`src/rtl/instruction_fetch.sv`:
```
// IF stage: owns the PC, captures the fetched word into IF/ID.
// Handles load-use hold, ID branch redirect with squash, and halt on bad PC.
module instruction_fetch #(
  parameter logic [31:0] RESET_PC  = 32'd100,
  parameter int          MEM_BYTES = 16384
) (
  input  logic        clk,
  input  logic        rst,
  output logic [31:0] PC,
  input  logic [31:0] instruction,
  input  logic        stall,
  input  logic        branch_taken,
  input  logic [31:0] branch_target,
  output logic [31:0] if_id_instr,
  output logic [31:0] if_id_pc4,
  output logic        if_id_valid,
  output logic        pc_fault,
  output logic [31:0] fetch_count
);

  typedef enum logic [1:0] {
    BOOT,
    RUN,
    HALT
  } state_t;

  localparam logic [31:0] PC_MAX = 32'(MEM_BYTES - 4);

  state_t      state, state_n;
  logic [31:0] pc_n;
  logic [31:0] instr_n;
  logic [31:0] pc4_n;
  logic        valid_n;
  logic        fault_n;
  logic [31:0] cnt_n;
  logic        bad_pc;

  assign bad_pc = (PC[1:0] != 2'b00) || (PC > PC_MAX);

  always_ff @(posedge clk or posedge rst) begin
    if (rst) begin
      state       <= BOOT;
      PC          <= RESET_PC;
      if_id_instr <= '0;
      if_id_pc4   <= '0;
      if_id_valid <= 1'b0;
      pc_fault    <= 1'b0;
      fetch_count <= '0;
    end else begin
      state       <= state_n;
      PC          <= pc_n;
      if_id_instr <= instr_n;
      if_id_pc4   <= pc4_n;
      if_id_valid <= valid_n;
      pc_fault    <= fault_n;
      fetch_count <= cnt_n;
    end
  end

  always_comb begin
    state_n = state;
    pc_n    = PC;
    instr_n = if_id_instr;
    pc4_n   = if_id_pc4;
    valid_n = if_id_valid;
    fault_n = pc_fault;
    cnt_n   = fetch_count;
    unique case (state)
      BOOT: begin
        state_n = RUN;
      end
      RUN: begin
        // stall outranks redirect: ID is frozen, so its branch is not final
        if (bad_pc) begin
          state_n = HALT;
          fault_n = 1'b1;
          instr_n = '0;
          pc4_n   = '0;
          valid_n = 1'b0;
        end else if (stall) begin
          pc_n = PC;
        end else if (branch_taken) begin
          pc_n    = branch_target;
          instr_n = '0;
          pc4_n   = '0;
          valid_n = 1'b0;
        end else begin
          instr_n = instruction;
          pc4_n   = PC + 32'd4;
          valid_n = 1'b1;
          pc_n    = PC + 32'd4;
          cnt_n   = fetch_count + 32'd1;
        end
      end
      HALT: begin
        instr_n = '0;
        pc4_n   = '0;
        valid_n = 1'b0;
      end
      default: begin
        state_n = BOOT;
      end
    endcase
  end

endmodule

```
`config.mk`:
```
export PLATFORM = sky130hd
export DESIGN_NAME = instruction_fetch
export DESIGN_NICKNAME = d
export VERILOG_FILES = /design/src/rtl/instruction_fetch.sv
export SDC_FILE = /design/constraint.sdc
export NUM_CORES = 1
export LEC_CHECK = 0
export ABC_AREA = 0
export ABC_CLOCK_PERIOD_IN_PS = 3710
export CORE_ASPECT_RATIO = 1.1
export CORE_MARGIN = 1
export CORE_UTILIZATION = 40
export CTS_CLUSTER_DIAMETER = 200
export DETAILED_ROUTE_END_ITERATION = 8
export PLACE_DENSITY = 0.76
export SLEW_MARGIN = 10
export SYNTH_ARGS = -nofsm -noshare
export SYNTH_HDL_FRONTEND = slang
export SYNTH_SLANG_ARGS = --single-unit
```
`constraint.sdc`:
```
create_clock -name clk -period 3.71 [get_ports clk]
set_input_delay 0.371 -clock clk [delete_from_list [all_inputs] [get_ports clk]]
set_output_delay 0.371 -clock clk [all_outputs]
set_load 0.02 [all_outputs]
```
==> out/results.txt <==
outcome -> completed
die area -> 14,200 um^2
Nets -> 728
Initial Util -> 41.37%
CP arrival -> 2.90 ns
Seq/Total Area, Yosys -> 60.25%
clock network power share -> 38.0%
synth unique cells -> 43
worst setup margin -> 1.109 ns
Detail Route Antenna Nets -> 0
Synth Register Bits -> 132
Worst setup SP type -> register
Fin Setup TNS -> 0 ns
initial antenna violation count -> 0
Mapped Cells -> 464
EDFF count, synth -> 0
pwr dens -> 561.1 nW/um^2
cell taking the most area after synthesis -> dfrtp_1
RR Startpoint -> PC[22]$_DFFE_PP0P_
Slew Limit Headroom -> 42.60%
vias in the first global route -> 4,528
Row Count -> 44
FF-to-FF path depth -> 5
Final period util -> 70.10%
Primary FF master, synth -> dfrtp_1
DIE WIDTH -> 113.7 um
# Post-CTS Setup Buffers -> 0
layout cells sized above 1 -> 9.552%
CP delay by family, top -> simple AND/OR/NAND/NOR gates
DP Cell Count -> 823
Lkg Pwr -> 3.650 nW
Int Pwr -> 3.229 mW
WL final -> 13.82 mm
asr flop ratio synth -> 100.0%
endpoint type of the worst setup path -> register
Syn. warnings -> 0
Combinational Power Share -> 24.3%
sw frac -> 30.64%
Synth area leaders -> dfrtp_1 (59%), a22o_1 (5.4%), xnor2_1 (4.5%)
commonest non-fill, non-tap cell in the layout -> clkdlybuf4s50_1
drt wl/cell -> 16.18 um
GR Overflow Total -> 0
final hold viol count -> 0
critical-path cell list -> nor4_2 -> nand3_2 -> or4_4 -> or3_4 -> xnor2_2
Ports -> 198
via count -> 4,418
largest net degree at the start of global routing -> 66
Syn Area/Cell -> 11.83 um^2
Max Freq -> 384.5 MHz
sequential share of power -> 37.7%
Buf/Inv on CP -> 0
CP peak stage delay -> 0.77 ns
WHS Endpoint -> state[0]$_DFFE_PP0P_
via/cell ratio -> 5.173
cts bufs inserted -> 17
Worst-Margin Slew -> 0.8592 ns
minimum clock period -> 2.601 ns
reg-to-reg critical path endpoint -> fetch_count[18]$_DFFE_PP0P_
port buffer count -> 197
synthesized area -> 5489 um^2
CTS Hold Bufs -> 0
Post-Layout Cell Count -> 854
fillers -> 1,061
RD Place Congestion -> 0.8778
CTS sink count -> 132
detailed placement HPWL -> 9.854 mm
hold depth -> 1
Root Buffer -> clkbuf_16
core region area -> 13,270 um^2
RSZ-0062 raised after global routing -> no
synth-to-layout area growth -> 51.13%
CTS tree -> built
worst hold start -> state[1]$_DFFE_PP0P_
Setup Crit Path Kind -> reg -> reg
Final Skew -> 0.007034 ns
First-pass DRT Iterations -> 5
drt drc -> 0
H-tree Lvls -> 4
Slew Viols, Final -> 0
commonest non-fill, non-tap cells in the layout -> clkdlybuf4s50_1 (197), dfrtp_1 (129), a22o_1 (34)
Die H -> 124.9 um
Resized Gates After CTS -> 0
P_sw -> 1.426 mW
area taken by flip-flops and latches -> 3307 um^2
Worst EP required -> 4.01 ns
slowest CP cell -> or4_4
maximum fanout along the worst path -> 16
pre-CTS WS -> 1.056 ns
top cell type's share of synthesized area -> 58.81%
initial DRC count -> 207
reg2reg setup slack -> 1.11 ns
gr usage total -> 20.62%
Clock Latency Late Sink -> 0.41 ns
VDD IR-drop max -> 0.3648 mV
first-pass GRT wire length -> 22.58 mm
Reg clk slew, reported paths -> 0.06 ns
HP Class -> reg -> reg
Mapped Nets -> 534
ANT cells -> 0
Setup Viol. Count Final -> 0
clock buffer depth -> 2
max_cap viols -> 0
area of the multi-input gates -> 2059 um^2
## kinds of logic after synthesis
| family | count (synthesis) | share of synthesized area (%) |
|---|---|---|
| adders and majority gates | 2 | 0.4558 |
| and+or+nand+nor | 152 | 16.69 |
| DFF | 132 | 60.25 |
| xor gates and xnor gates | 38 | 6.200 |
| muxes | 2 | 0.3875 |
| buffers and inverters | 35 | 2.553 |
| AOI/OAI and AO/OA | 103 | 13.47 |
## flip-flops by register name, summed over array words and instances, names as in the netlist
| signal | flops |
|---|---|
| if_id_valid | 1 |
| pc_fault | 1 |
| state | 2 |
| if_id_pc4 | 32 |
| PC | 32 |
| fetch_count | 32 |
| if_id_instr | 32 |
## power by group through the flow
stage                     Combinational, mW  Sequential [mW]  Clock [mW]
after floorplan                       0.495             1.91           0
after global placement                 1.12             1.77           0
after detailed placement               1.14             1.78           0
after CTS                              1.14             1.75        1.80
after global routing                   1.22             1.78        1.88
final                                  1.13             1.75        1.77
## synthesized netlist by cell type, drive strengths merged, types with 6 or more instances
library cell,count
clkbuf,28
dfrtp,129
nand2,30
o21ai,23
a22oi,6
xnor2,29
a21o,20
a21oi,11
and2,23
nand4,17
xor2,9
nor4,15
nand3,20
and3,8
nor3,10
nor2,13
a22o,34
## worst max path at each step
stage                        from  cells after the start                          end  slack (ns)
3_3_place_gp                stall                      6  if_id_instr[13]$_DFFE_PP0P_        1.13
2_1_floorplan  PC[30]$_DFFE_PP0P_                      6  fetch_count[18]$_DFFE_PP0P_        1.45
6_report       PC[22]$_DFFE_PP0P_                      5  fetch_count[18]$_DFFE_PP0P_        1.11
5_1_grt        PC[22]$_DFFE_PP0P_                      5   if_id_instr[3]$_DFFE_PP0P_        0.91
3_5_place_dp                stall                      6   if_id_instr[2]$_DFFE_PP0P_        1.06
4_1_cts        PC[22]$_DFFE_PP0P_                      5  fetch_count[18]$_DFFE_PP0P_        1.08
## metrics by stage
step           power [mW]  util [%]  hold slack (ns)  area (um^2)
3_5_place_dp        2.918     57.76           0.4681         7664
3_3_place_gp        2.885     57.76           0.4641         7664
4_1_cts             4.700     62.52           0.4758         8295
2_1_floorplan       2.403         -           0.4357         5493
5_1_grt             4.868     62.52           0.4949         8295
6_report            4.654     62.52           0.4725         8295
## per-layer routing
| metal | up-vias | track usage, % | wire (um) |
|---|---|---|---|
| met2 | 194 | 31.78 | 6528 |
| met1 | 2146 | 27.06 | 6079 |
| met5 | - | 0 | 0 |
| met4 | 0 | 9.985 | 391 |
| li1 | 2047 | - | - |
| met3 | 31 | 5.109 | 816 |
## cell type report
cell class                 instances  area share, %
sequential                       132          39.86
multi-input combinational        297          24.83
timing repair buffer             205          24.65
clock buffer                      19          5.460
tap                              184          2.775
clock inverter                    12          2.157
inverter                           5         0.2715
(Power assumes the default switching activity.)
